[src/rtl/pipe_stage_skid_if.sv]
// Valid/ready stream carrying {pc, data} between adjacent pipeline stages.
//  master: drives valid, pc, data; samples ready
//  slave : samples valid, pc, data; drives ready
interface pipe_stage_skid_if #(
   parameter int unsigned PC_W   = 8,
   parameter int unsigned DATA_W = 32
);
   logic              valid;
   logic              ready;
   logic [PC_W-1:0]   pc;
   logic [DATA_W-1:0] data;

   modport master (output valid, output pc, output data, input ready);
   modport slave  (input valid, input pc, input data, output ready);
endinterface

[src/rtl/pipe_stage_skid.sv]
// Pipeline stage register with a 2-entry skid buffer, branch-squash flush
// and a saturating stall counter.
//  clk, reset   : clock, synchronous active-high reset
//  flush        : squash all held entries; an entry offered this cycle is dropped
//  up (slave)   : upstream stream; up.ready = stage not FULL (registered)
//  dn (master)  : downstream stream; dn.pc = 0 and dn.data = NOP_VALUE when invalid
//  occupancy    : entries held (0..2)
//  stall_count  : cycles with dn.valid & !dn.ready, saturating
module pipe_stage_skid #(
   parameter int unsigned         DATA_W    = 32,
   parameter int unsigned         PC_W      = 8,
   parameter logic [DATA_W-1:0]   NOP_VALUE = '0,
   parameter int unsigned         CNT_W     = 16
) (
   input  logic                    clk,
   input  logic                    reset,
   input  logic                    flush,
   pipe_stage_skid_if.slave        up,
   pipe_stage_skid_if.master       dn,
   output logic [1:0]              occupancy,
   output logic [CNT_W-1:0]        stall_count
);

   localparam logic [CNT_W-1:0] CNT_MAX = {CNT_W{1'b1}};

   typedef enum logic [1:0] {
      ST_EMPTY = 2'd0,
      ST_ONE   = 2'd1,
      ST_FULL  = 2'd2
   } state_e;

   state_e            state_q, state_d;
   logic [PC_W-1:0]   main_pc_q, main_pc_d;
   logic [DATA_W-1:0] main_data_q, main_data_d;
   logic [PC_W-1:0]   skid_pc_q, skid_pc_d;
   logic [DATA_W-1:0] skid_data_q, skid_data_d;
   logic              out_valid_q, out_valid_d;
   logic              in_ready_q, in_ready_d;
   logic [CNT_W-1:0]  stall_q, stall_d;
   logic              accept;
   logic              pop;

   // Next-state, datapath and counter update
   always_comb begin
      state_d     = state_q;
      main_pc_d   = main_pc_q;
      main_data_d = main_data_q;
      skid_pc_d   = skid_pc_q;
      skid_data_d = skid_data_q;
      stall_d     = stall_q;
      accept      = up.valid & in_ready_q;
      pop         = out_valid_q & dn.ready;

      case (state_q)
         ST_EMPTY: begin
            if (accept) begin
               main_pc_d   = up.pc;
               main_data_d = up.data;
               state_d     = ST_ONE;
            end
         end
         ST_ONE: begin
            if (accept && pop) begin
               main_pc_d   = up.pc;
               main_data_d = up.data;
            end else if (accept) begin
               skid_pc_d   = up.pc;
               skid_data_d = up.data;
               state_d     = ST_FULL;
            end else if (pop) begin
               state_d = ST_EMPTY;
            end
         end
         ST_FULL: begin
            if (pop) begin
               main_pc_d   = skid_pc_q;
               main_data_d = skid_data_q;
               state_d     = ST_ONE;
            end
         end
         default: state_d = ST_EMPTY;
      endcase

      // Squash wins over any transfer; an accepted entry is simply not stored
      if (flush) state_d = ST_EMPTY;

      // Park the head at the idle pattern so dn.* stay fully registered
      if (state_d == ST_EMPTY) begin
         main_pc_d   = '0;
         main_data_d = NOP_VALUE;
      end

      out_valid_d = (state_d != ST_EMPTY);
      in_ready_d  = (state_d != ST_FULL);

      if (out_valid_q && !dn.ready && (stall_q != CNT_MAX))
         stall_d = stall_q + CNT_W'(1);
   end

   // State and datapath registers
   always_ff @(posedge clk) begin
      if (reset) begin
         state_q     <= ST_EMPTY;
         main_pc_q   <= '0;
         main_data_q <= NOP_VALUE;
         skid_pc_q   <= '0;
         skid_data_q <= '0;
         out_valid_q <= 1'b0;
         in_ready_q  <= 1'b1;
         stall_q     <= '0;
      end else begin
         state_q     <= state_d;
         main_pc_q   <= main_pc_d;
         main_data_q <= main_data_d;
         skid_pc_q   <= skid_pc_d;
         skid_data_q <= skid_data_d;
         out_valid_q <= out_valid_d;
         in_ready_q  <= in_ready_d;
         stall_q     <= stall_d;
      end
   end

   assign up.ready    = in_ready_q;
   assign dn.valid    = out_valid_q;
   assign dn.pc       = main_pc_q;
   assign dn.data     = main_data_q;
   assign occupancy   = state_q;
   assign stall_count = stall_q;

endmodule
[src/flat_wrapper.sv]
// flat-port wrapper written by rule: the top's interface ports become plain ports
module pipe_stage_skid_flat 
#(
   parameter int unsigned         DATA_W    = 32,
   parameter int unsigned         PC_W      = 8,
   parameter logic [DATA_W-1:0]   NOP_VALUE = '0,
   parameter int unsigned         CNT_W     = 16
)
  (clk, reset, flush, occupancy, stall_count, up_valid, up_pc, up_data, up_ready, dn_valid, dn_pc, dn_data, dn_ready);
  pipe_stage_skid_if #(.PC_W(PC_W), .DATA_W(DATA_W)) up_i ();
  pipe_stage_skid_if #(.PC_W(PC_W), .DATA_W(DATA_W)) dn_i ();
  input  logic clk;
  input  logic reset;
  input  logic flush;
  output logic [1:0] occupancy;
  output logic [CNT_W-1:0] stall_count;
  input wire logic [$bits(up_i.valid)-1:0] up_valid;
  input wire logic [$bits(up_i.pc)-1:0] up_pc;
  input wire logic [$bits(up_i.data)-1:0] up_data;
  output wire logic [$bits(up_i.ready)-1:0] up_ready;
  output wire logic [$bits(dn_i.valid)-1:0] dn_valid;
  output wire logic [$bits(dn_i.pc)-1:0] dn_pc;
  output wire logic [$bits(dn_i.data)-1:0] dn_data;
  input wire logic [$bits(dn_i.ready)-1:0] dn_ready;
  assign up_i.valid = up_valid;
  assign up_i.pc = up_pc;
  assign up_i.data = up_data;
  assign up_ready = up_i.ready;
  assign dn_valid = dn_i.valid;
  assign dn_pc = dn_i.pc;
  assign dn_data = dn_i.data;
  assign dn_i.ready = dn_ready;
  pipe_stage_skid #(.DATA_W(DATA_W), .PC_W(PC_W), .NOP_VALUE(NOP_VALUE), .CNT_W(CNT_W)) u_core (.clk(clk), .reset(reset), .flush(flush), .up(up_i), .dn(dn_i), .occupancy(occupancy), .stall_count(stall_count));
endmodule
[config.mk]
export PLATFORM = sky130hd
export DESIGN_NAME = pipe_stage_skid_flat
export DESIGN_NICKNAME = d
export VERILOG_FILES = /design/src/rtl/pipe_stage_skid_if.sv /design/src/rtl/pipe_stage_skid.sv /design/src/flat_wrapper.sv
export SDC_FILE = /design/constraint.sdc
export NUM_CORES = 1
export LEC_CHECK = 0
export ABC_AREA = 1
export CAP_MARGIN = 30
export CORE_MARGIN = 1
export CORE_UTILIZATION = 52
export DETAILED_ROUTE_END_ITERATION = 16
export PLACE_DENSITY_LB_ADDON = 0.12
export SLEW_MARGIN = 0
export SYNTH_ARGS = -nofsm -noshare
export SYNTH_HDL_FRONTEND = slang
export SYNTH_SLANG_ARGS = --single-unit
[constraint.sdc]
create_clock -name clk -period 2.54 [get_ports clk]
set_input_delay 0.254 -clock clk [delete_from_list [all_inputs] [get_ports clk]]
set_output_delay 0.254 -clock clk [all_outputs]
set_load 0.01 [all_outputs]
; Yosys cells after proc, flatten, opt, wreduce, memory -nomap -nowiden
; Cells that the tools add are included.
[word_totals]
regBits = 100
latch_bits = 0
mem_bits_rw = 0
mem_bits_ro = 0
in_bits = 45
output_inout_bits = 60
word_cells = 45
memories = 0
[classes]
n_addsub = 1
n_mul = 0
n_div = 0
order_cmp = 0
n_eq_ne = 7
shifts = 0
n_mux = 15
bitwise = 3
n_reduce_logical = 11
[ops]
columns = op, n
row1 = 32-bit two-way mux, 3
row2 = 32-bit one-hot mux with 3 select lines, 1
row3 = 8-bit two-way mux, 3
row4 = 8-bit one-hot mux with 3 select lines, 1
row5 = "16-bit by 1-bit adder with 16-bit output, second input constant", 1
row6 = "16-bit != test, second input constant", 1
row7 = 2-bit two-way mux, 6
row8 = "2-bit by 1-bit != test with 1-bit output, second input constant", 3
row9 = 2-bit one-hot mux with 3 select lines, 1
row10 = 2-bit logical NOT, 2
row11 = 4-bit AND reduction, 1
row12 = 1-bit logical AND, 3
row13 = 3-bit AND reduction, 1
row14 = 3-bit nonzero test, 1
row15 = 1-bit bitwise AND, 2
row16 = "2-bit by 1-bit equality test with 1-bit output, second input constant", 1
row17 = "2-bit equality test, second input constant", 1
row18 = "2-bit != test, second input constant", 1
row19 = 2-bit nonzero test, 1
row20 = 2-bit OR reduction, 1
row21 = 1-bit logical NOT, 1
row22 = 1-bit inverter, 1

; Longest topological paths before layout
; Gate-level depths: netlist of run 1.
[logic_depth]
ltp_word = 8
depth_mapped = 9
ltp_nobuf = 9

; Least setup slack after synthesis of run 1
; No wires, ideal clock.
[synth_timing]
kind = register to register
start = register u_core.stall_q[0] (netlist: u_core.stall_count[0])
end = register u_core.stall_q[11] (netlist: u_core.stall_count[11])
setup_time_ns = 0.132
arrival_ns = 1.412
required_ns = 2.408
setup_slack_ns = 0.996
path_stages_with_launch = 10
n_path_buf = 1
period_less_slack_ns = 1.544
path_cell_list = dfxtp_1 -> ha_1 -> nand2_1 -> nor2_1 -> nand2_1 -> nor2_1 -> nor2_2 -> buf_4 -> nand2_1 -> a21oi_1
[synth_via]
elab_chain_cells = 2
elab_cells_between_ends = 3
classes_between = add/sub: 1 / eq/ne: 1 / reduce/logical: 1
[synth_rtl]
columns = element, line_no
row1 = "start, declared", pipe_stage_skid.sv:39  ; logic [CNT_W-1:0] stall_q, stall_d;
row2 = "start signal, assigned", pipe_stage_skid.sv:119  ; stall_q <= stall_d;
row3 = branches (longest 2 deep; another with 16-bit by 1-bit adder with 16-bit output), -
; Several ways; the timed one is not identified.
; A chain may end at the register's enable or synchronous reset.

; Final worst setup path of run 1
[layout_timing]
start = register u_core.state_q[0] (netlist: u_core.occupancy[0])
end = register u_core.main_pc_q[6] (netlist: u_core.dn.pc[6])
[layout_via]
elab_chain_cells = 7
elab_cells_between_ends = 18
classes_between = eq/ne: 5 / mux: 8 / reduce/logical: 5
[layout_rtl]
columns = element, line_no
row1 = "start, declared", pipe_stage_skid.sv:32  ; state_e state_q, state_d;
row2 = "start signal, assigned", pipe_stage_skid.sv:112  ; state_q <= state_d;
row3 = 2-bit two-way mux, pipe_stage_skid.sv:70  ; end else if (pop) begin
row4 = 2-bit two-way mux, pipe_stage_skid.sv:66  ; end else if (accept) begin
row5 = 2-bit two-way mux, pipe_stage_skid.sv:63  ; if (accept && pop) begin
row6 = 2-bit one-hot mux with 3 select lines, pipe_stage_skid.sv:54  ; case (state_q)
row7 = 2-bit two-way mux, pipe_stage_skid.sv:85  ; if (flush) state_d = ST_EMPTY;
row8 = 2-bit logical NOT, pipe_stage_skid.sv:88  ; if (state_d == ST_EMPTY) begin
row9 = 2-bit OR reduction (no source line), -
row10 = "end signal, assigned", pipe_stage_skid.sv:113  ; main_pc_q <= main_pc_d;
row11 = "end, declared", pipe_stage_skid.sv:33  ; logic [PC_W-1:0] main_pc_q, main_pc_d;
; Parallel ways exist; a longest one is shown, timed or not.

==> results of run 1 <==
==> tightest hold or removal path: cells and delay by family (launching register included) <==
family                 cells  cell delay [ns]
buffers and inverters      1             0.05
DFF                        1             0.31
AOI/OAI and AO/OA          1             0.05
==> layout make-up <==
class | instances | share of cell area [%]
Inverter | 138 | 8.80
Clock inverter | 6 | 1.53
Sequential cell | 100 | 34.0
Clock buffer | 9 | 2.10
Tap cell | 105 | 2.23
Timing Repair Buffer | 113 | 19.5
Multi-Input combinational cell | 413 | 31.8
==> per-stage QoR <==
step / cells / hold WS, ns / worst slack, ns / utilization [%]
final: 884 / 0.451 / 0.672 / 70.6
after global routing: 884 / 0.467 / 0.438 / 70.6
after CTS: 884 / 0.452 / 0.654 / 70.6
after detailed placement: 869 / 0.438 / 0.501 / 68.0
after global placement: 869 / 0.434 / 0.579 / 68.0
after floorplan: 685 / 0.323 / 0.996 / -
==> layer usage <==
layer | vias to the layer above | routed length [um]
met1 | 1941 | 4550
met2 | 99 | 4950
met4 | 0 | 127
li1 | 2285 | -
met5 | - | 0
met3 | 13 | 603
==> cells in the final DEF (no fill, tap or decap) <==
cell type / instances
sky130_fd_sc_hd__clkinv_4: 2
sky130_fd_sc_hd__xor2_1: 4
sky130_fd_sc_hd__nand4_1: 6
sky130_fd_sc_hd__buf_12: 3
sky130_fd_sc_hd__o21ai_1: 31
sky130_fd_sc_hd__bufinv_16: 2
sky130_fd_sc_hd__ha_1: 1
sky130_fd_sc_hd__clkinv_2: 1
sky130_fd_sc_hd__nor3_1: 2
sky130_fd_sc_hd__clkbuf_8: 9
sky130_fd_sc_hd__nand2_2: 1
sky130_fd_sc_hd__buf_4: 6
sky130_fd_sc_hd__inv_2: 4
sky130_fd_sc_hd__o21bai_1: 1
sky130_fd_sc_hd__o211ai_4: 1
sky130_fd_sc_hd__xnor2_1: 3
sky130_fd_sc_hd__o21ai_2: 1
sky130_fd_sc_hd__clkdlybuf4s50_1: 104
sky130_fd_sc_hd__o21ai_0: 91
sky130_fd_sc_hd__nand3_1: 10
sky130_fd_sc_hd__a21oi_1: 53
sky130_fd_sc_hd__nand2_1: 137
sky130_fd_sc_hd__clkinv_1: 1
sky130_fd_sc_hd__nor2_2: 1
sky130_fd_sc_hd__clkinvlp_4: 1
sky130_fd_sc_hd__inv_1: 133
sky130_fd_sc_hd__dfxtp_1: 100
sky130_fd_sc_hd__nor2_1: 70
==> sequential cells by signal (all words and copies together), names as in the netlist <==
signal and flops:
u_core.dn.data 32, u_core.dn.pc 8, u_core.dn.valid 1, u_core.occupancy 2
u_core.skid_data_q 32, u_core.skid_pc_q 8, u_core.stall_count 16, u_core.up.ready 1
==> where the power goes <==
part           internal (uW)  switching, uW  total [uW]
clock                    551            529        1080
combinational            194            227         422
sequential              1620           23.4        1640
total                   2360            780        3140
==> cell families (layout without fill, tap and decap cells) <==
| group | Yosys count | after routing | synth area share [%] |
|---|---|---|---|
| xor+xnor | 7 | 7 | 1.35 |
| simple gates | 227 | 227 | 19.6 |
| compound gates | 178 | 178 | 20.0 |
| buf+inv | 172 | 266 | 14.7 |
| flops | 100 | 100 | 44.2 |
| fa+ha+maj | 1 | 1 | 0.276 |
==> worst paths after layout <==
check        cells past startpoint                                 from                                   to  slack (ns)
min reg2reg                      2  u_core.skid_data_q[19]$_SDFFE_PP0P_  u_core.skid_data_q[19]$_SDFFE_PP0P_        0.45
max reg2reg                      7       u_core.occupancy[0]$_SDFF_PP0_         u_core.dn.pc[6]$_SDFFE_PP0P_        0.67
min                              2  u_core.skid_data_q[19]$_SDFFE_PP0P_  u_core.skid_data_q[19]$_SDFFE_PP0P_        0.45
max                              7       u_core.occupancy[0]$_SDFF_PP0_         u_core.dn.pc[6]$_SDFFE_PP0P_        0.67
==> impl_summary.txt, run 1 <==
----------------------------------------------------
[Status]
  Run status ... complete, no violations

[Job]
  MaxCap Viol Count ... 0

[Floorplanning]
  Area of the placeable core ... between 0.008 and 0.009 mm^2
  Count of pins on the block boundary ... around 110
  Initial Util ... between 50 and 60%
  Row cnt ... 33
  Die width ... 95.4 um
  DIE HEIGHT ... roughly 95 um
  Floorplan die area ... between 0.009 and 0.01 mm^2

[Routing]
  Routed via count ... 4338
  DRT antenna net count ... 0
  Final routed wire length divided by cell count ... roughly 12 um
  Total iterations of the first detailed-routing run ... 5
  Detailed-route wire length ... a little over 10 mm
  Number of DRC markers after the initial detailed-route iteration ... just under 200
  Avg Vias per Cell ... 4.91
  DRC errors left ... 0

[Final layout]
  Area occupied by multi-input gates ... between 0.0015 and 0.002 mm^2
  Final standard cell area without fillers ... 0.00589 mm^2
  Layout Nets ... between 800 and 900
  Area added between synthesis and finish ... 29.9%
  Layout filler cell count ... 713
  Fraction of final layout cells sized beyond drive strength 1 ... 4.11%
  Antenna cells ... 0
  Footprint of the flip-flops and latches ... about 0.0020 mm^2

[GRT]
  Met1 track demand over resource in global routing ... around 29%
  Final global-route overflow total ... 0
  Tot GR Track Use ... approximately a quarter
  Grt peak-use layer ... met2
  Met2 Track Usage GR ... 42.0%
  Number of global-route vias before repair ... 3965
  Met3 track demand over resource ... 5.18%
  First-pass GRT wire length ... around 17 mm
  Antenna violations before repair ... 0
  Maximum number of pins on one net before global-route repair ... 81

[Yosys]
  Mean cell area of the mapped netlist ... 6.62 um^2
  Cell accounting for the most synthesized area ... sky130_fd_sc_hd__dfxtp_1
  Sequential cell area fraction in the yosys report ... 44.2%
  Synthesized netlist cell count ... between 600 and 700
  Number of synthesized register bits ... 100
  Post-synth net total ... around 730
  Number of flops mapped to enable cells by yosys ... 0
  Total of warnings raised by yosys ... 0
  Most frequent cell after synthesis ... sky130_fd_sc_hd__nand2_1
  Fraction of synthesized cell area taken by the top area cell type ... 44.2%
  Proportion of register bits with asynchronous set or reset after synthesis ... 0%
  Area contributors post-synth ... sky130_fd_sc_hd__dfxtp_1 44%, sky130_fd_sc_hd__nand2_1 11%, sky130_fd_sc_hd__inv_1 11%
  Netlist area before placement ... approximately 0.0045 mm^2
  Netlist cell types ... 23
  Most used flip-flop cell after synthesis ... sky130_fd_sc_hd__dfxtp_1
  Cell types with the highest counts after synthesis ... 137 x sky130_fd_sc_hd__nand2_1, 133 x sky130_fd_sc_hd__inv_1, 100 x sky130_fd_sc_hd__dfxtp_1

[Clocking]
  Clock Sink Count ... 100
  TritonCTS clock tree ... built
  H-tree level count ... 3
  Clock insertion delay at the later pin of the skew report ... around 0.36 ns
  Total of hold buffers inserted after clock tree synthesis ... 0
  Post-cts resize count ... 0
  Number of buffers on the longest clock path ... 2
  Number of clock buffers inserted by TritonCTS ... 9
  Post-CTS Repair Setup Buffers ... 0
  Root Buffer Master ... sky130_fd_sc_hd__clkbuf_8
  Clock Pin Slew Worst Setup and Hold Paths ... roughly 0.090 ns

[Placement]
  Post-Place Cell Area ... 0.00567 mm^2
  I/O Buffers ... ~100
  Final Wtd Congestion ... 0.815
  Post-detailed-placement half-perimeter wirelength ... around 6.9 mm

[Pwr]
  Power density cells ... 534 mW/mm^2
  Static Leak ... approximately 0.0024 uW
  Overall power of the completed layout ... 3140 uW
  Worst IR drop on VDD ... 0.000356 V

[Critical path]
  Master of the slowest instance on the critical path ... sky130_fd_sc_hd__o211ai_4
  Maximum cell stage delay along the critical path ... between 0.6 and 0.7 ns
  Data arrival, critical path ... 2.16 ns
  Worst EP required ... 2.83 ns
  Cells along the critical path ... inv_2 -> o211ai_4 -> buf_4 -> nand2_1 -> o21ai_0 -> inv_1 -> nor2_1
  WP buf/inv ... 3
  Maximum fanout count along the critical path ... 28
  Kind of capture point of the worst setup path ... flop
  CP top delay family ... compound AO/OA/AOI/OAI gates
  CP Class ... reg -> reg
  Type of origin of the critical path ... flop

[STA]
  Sum of negative setup slack ... 0 ns
  Worst slew margin relative to its limit ... 47.4%
  Unrepaired setup endpoints after global routing ... no
  Achievable Freq ... around 0.54 GHz
  Final hold violation count ... 0
  Worst slew pin tran ... ~0.8 ns
  Final setup violating endpoints ... 0
  Count of final max-slew check failures ... 0
  Minimum clock period ... approximately 1.9 ns
  Fraction of the cycle the final worst path needs ... between 70 and 80%
  Post-Route Skew ... 0.00975 ns

[Worst hold path]
  Class of the tightest hold or removal check ... reg -> reg

----------------------------------------------------
(Power assumes the default switching activity.)
==> run 2, diff against run 1 <==
--- a/config.mk
+++ b/config.mk
@@ -8,7 +8,7 @@
 export ABC_AREA = 1
 export CAP_MARGIN = 30
 export CORE_MARGIN = 1
-export CORE_UTILIZATION = 52
+export CORE_UTILIZATION = 45
 export DETAILED_ROUTE_END_ITERATION = 16
 export PLACE_DENSITY_LB_ADDON = 0.12
 export SLEW_MARGIN = 0
==> constraint.sdc (replaced) <==
create_clock -name clk -period 1.6 [get_ports clk]
set_input_delay 0.16 -clock clk [delete_from_list [all_inputs] [get_ports clk]]
set_output_delay 0.16 -clock clk [all_outputs]
set_load 0.01 [all_outputs]
==> run 2 against run 1 <==
Effect of this change:
- critical path depth fell by 5
- worst setup slack lost 0.61 ns
- global-route usage decreased by 3.1 points
- core utilization down 7.8 points
- sequential share of layout area down 1.3 points
- largest power group unchanged
- clock-buffer cell count rose by 1
- power is 64% higher
- clock power is 69% higher
- worst hold slack got worse by 0.012 ns
- final area up 4.2%
- wire length rose by 5.5%
- critical endpoint is now stall_count[11]
- die area up 15%
==> impl_summary.txt, run 2 (synthesis results as in run 1) <==
----------------------------------------------------
[Critical path]
  Type of origin of the critical path ... flop (unchanged)
  Source of the worst register-to-register timing path ... u_core.stall_count[0]$_SDFFE_PP0P_ (was u_core.occupancy[0]$_SDFF_PP0_)
  Minimum setup slack among reg-to-reg paths ... 0.11 ns (was 0.67 ns)
  Worst EP required ... 1.44 ns (was 2.83 ns)
  CP Class ... reg -> out (was reg -> reg)
  Data arrival, critical path ... 1.38 ns (was 2.16 ns)
  Maximum fanout count along the critical path ... 6 (was 28)
  Cells along the critical path ... buf_4 -> clkdlybuf4s50_1 (was inv_2 -> o211ai_4 -> buf_4 -> nand2_1 -> o21ai_0 -> inv_1 -> nor2_1)
  Start point of the critical path ... u_core.stall_count[11]$_SDFFE_PP0P_ (was u_core.occupancy[0]$_SDFF_PP0_)
  Master of the slowest instance on the critical path ... sky130_fd_sc_hd__clkdlybuf4s50_1 (was sky130_fd_sc_hd__o211ai_4)
  Maximum cell stage delay along the critical path ... 0.54 ns (was 0.65 ns)
  Kind of capture point of the worst setup path ... output port (was flop)

[Final layout]
  Fraction of final layout cells sized beyond drive strength 1 ... 7.29% (was 4.11%)
  Final non-filler cell total ... 929 (was 884)
  Area added between synthesis and finish ... 35.3% (was 29.9%)
  Layout Nets ... 837 (was 821)
  Antenna cells ... 0 (unchanged)
  Fin util ... 62.7% (was 70.6%)
  Commonest non-fill, non-tap cell in the layout ... sky130_fd_sc_hd__nand2_1 (unchanged)
  Most frequent cells in the layout ... 135 x sky130_fd_sc_hd__nand2_1, 133 x sky130_fd_sc_hd__inv_1, 104 x sky130_fd_sc_hd__clkdlybuf4s50_1 (was 137 x sky130_fd_sc_hd__nand2_1, 133 x sky130_fd_sc_hd__inv_1, 104 x sky130_fd_sc_hd__clkdlybuf4s50_1)

[GRT]
  Maximum number of pins on one net before global-route repair ... 45 (was 81)
  First-pass GRT wire length ... 17.5 mm (was 17.2 mm)
  Final global-route overflow total ... 0 (unchanged)
  Tot GR Track Use ... 21.0% (was 24.1%)
  Antenna violations before repair ... 0 (unchanged)
  Number of global-route vias before repair ... 3939 (was 3965)

[Clocking]
  Post-CTS Repair Setup Buffers ... 0 (unchanged)
  H-tree level count ... 3 (unchanged)
  Total of hold buffers inserted after clock tree synthesis ... 0 (unchanged)
  Clock Pin Slew Worst Setup and Hold Paths ... 0.10 ns (was 0.09 ns)
  Clock Sink Count ... 100 (unchanged)
  Number of buffers on the longest clock path ... 2 (unchanged)
  Clock insertion delay at the later pin of the skew report ... 0.36 ns (about the same)
  Number of clock buffers inserted by TritonCTS ... 9 (unchanged)
  TritonCTS clock tree ... built (unchanged)
  Root Buffer Master ... sky130_fd_sc_hd__clkbuf_8 (unchanged)

[Floorplanning]
  Die width ... 102 um (was 95.4 um)
  Initial Util ... 46.4% (was 54.3%)
  Floorplan die area ... 0.0105 mm^2 (was 0.00909 mm^2)
  Row cnt ... 36 (was 33)
  Area of the placeable core ... 0.00977 mm^2 (was 0.00834 mm^2)
  Count of pins on the block boundary ... 105 (unchanged)
  DIE HEIGHT ... 102 um (was 95.4 um)

[Routing]
  Met3 layer wire length in the routed design ... 530 um (was 603 um)
  DRC errors left ... 0 (unchanged)
  Sum of routed wire segments on met1 ... 4.99 mm (was 4.55 mm)
  Total iterations of the first detailed-routing run ... 4 (was 5)
  Number of DRC markers after the initial detailed-route iteration ... 118 (was 193)
  Highest routed metal layer ... met4 (unchanged)
  Met2 layer wire length in the routed design ... 5.18 mm (was 4.95 mm)
  Avg Vias per Cell ... 4.75 (was 4.91)
  Detailed-route wire length ... 10.8 mm (was 10.2 mm)
  DRT antenna net count ... 0 (unchanged)
  Final routed wire length divided by cell count ... 11.6 um (about the same)
  Routed via count ... 4411 (was 4338)

[STA]
  Worst slew margin relative to its limit ... 75.9% (was 47.4%)
  Worst slew pin tran ... 0.361 ns (was 0.785 ns)
  Fraction of the cycle the final worst path needs ... a little over nine tenths
  Count of final max-slew check failures ... 0 (unchanged)
  Post-Route Skew ... 0.00925 ns (was 0.00975 ns)
  Worst Hold Slack ... 0.439 ns (was 0.451 ns)
  Final setup violating endpoints ... 0 (unchanged)
  Final hold violation count ... 0 (unchanged)
  Minimum clock period ... 1.54 ns
  Achievable Freq ... around 0.65 GHz

[Placement]
  I/O Buffers ... 104 (unchanged)
  Post-detailed-placement half-perimeter wirelength ... 7.57 mm (was 6.92 mm)
  Final Wtd Congestion ... 0.833 (was 0.815)
  # placed instances ... 913 (was 869)

[Pwr]
  Internal cell power ... 3850 uW (was 2360 uW)
  Worst IR drop on VDD ... 0.000587 V (was 0.000356 V)
  Switching power total ... 1310 uW (was 780 uW)
  Switching share of total power ... 25.3% (was 24.8%)
  Clock share of power ... 35.6% (was 34.3%)
  Overall power of the completed layout ... 5160 uW (was 3140 uW)
  Power density cells ... 841 mW/mm^2 (was 534 mW/mm^2)
  Power share of the combinational group ... 13.9% (was 13.4%)
  Sequential share of power ... 50.5% (was 52.2%)
  Static Leak ... 0.00252 uW (was 0.00240 uW)

[Worst hold path]
  Class of the tightest hold or removal check ... in -> reg (was reg -> reg)
  Startpoint of the lowest-slack hold path ... up_data[9] (was u_core.skid_data_q[19]$_SDFFE_PP0P_)

[Job]
  MaxCap Viol Count ... 0 (unchanged)

[Status]
  Run status ... complete, no violations (unchanged)

----------------------------------------------------
## run 2: cell types whose count changed in the layout (fill, tap and decap cells not counted), sizes merged
| cell | before | now |
|---|---|---|
| clkbuf | 9 | 10 |
| inv | 137 | 139 |
| clkinv | 4 | 2 |
| buf | 9 | 25 |
## run 2: critical path: cells and delay by family (launching register included)
family	cells	cell delay, ns
buffers and inverters	2	0.68
flip-flops	1	0.34
## run 2: metal layers
metal | GRT usage, % | up-vias
met5 | 0 | -
li1 | - | 2322
met2 | 36.0 | 93
met1 | 26.0 | 1988
met4 | 5.71 | 0
met3 | 5.47 | 8
## run 2: power groups by stage
stage	registers [uW]	logic (uW)	clock network, uW
6_report	2610	717	1830
3_3_place_gp	2660	695	0
5_1_grt	2620	805	2000
4_1_cts	2610	720	1890
3_5_place_dp	2670	713	0
2_1_floorplan	2680	363	0
## run 2: area by class of cell
cell class | instances | area (um^2)
clock inverters | 6 | 93.8
inverters | 138 | 518
well taps | 133 | 166
fillers | 920 | 3640
clock buffers | 10 | 138
repair buffers | 129 | 1320
flip-flops and latches | 100 | 2010
multi-input cells | 413 | 1890
## run 2: path summary, 6_finish.rpt
| check | endpoint | cells after the start |
|---|---|---|
| max | stall_count[11] | 2 |
| min | u_core.skid_data_q[9]$_SDFFE_PP0P_ | 3 |
| max reg2reg | u_core.stall_count[15]$_SDFFE_PP0P_ | 9 |
| min reg2reg | u_core.skid_data_q[31]$_SDFFE_PP0P_ | 2 |
## run 2: what timing repair did
action	CTS	global route
pin swaps	0	0
setup endpoints to repair	13	19
gates resized for setup	1	9
## run 2: through the flow
stage / setup slack [ns] / setup TNS, ns / instance area (um^2)
4_1_cts: 0.00566 / 0 / 6120
6_report: 0.0600 / 0 / 6130
3_3_place_gp: -0.0968 / -2.84 / 5880
5_1_grt: -0.00958 / -0.00958 / 6130
3_5_place_dp: -0.151 / -4.41 / 5880
2_1_floorplan: 0.0558 / 0 / 4530
==> run 3, diff against run 2 <==
--- a/config.mk
+++ b/config.mk
@@ -9,6 +9,7 @@
 export CAP_MARGIN = 30
 export CORE_MARGIN = 1
 export CORE_UTILIZATION = 45
+export CTS_CLUSTER_DIAMETER = 200
 export DETAILED_ROUTE_END_ITERATION = 16
 export PLACE_DENSITY_LB_ADDON = 0.12
 export SLEW_MARGIN = 0
==> results of run 3 <==
Final layout, timing and power as in run 2 (identical DEF).
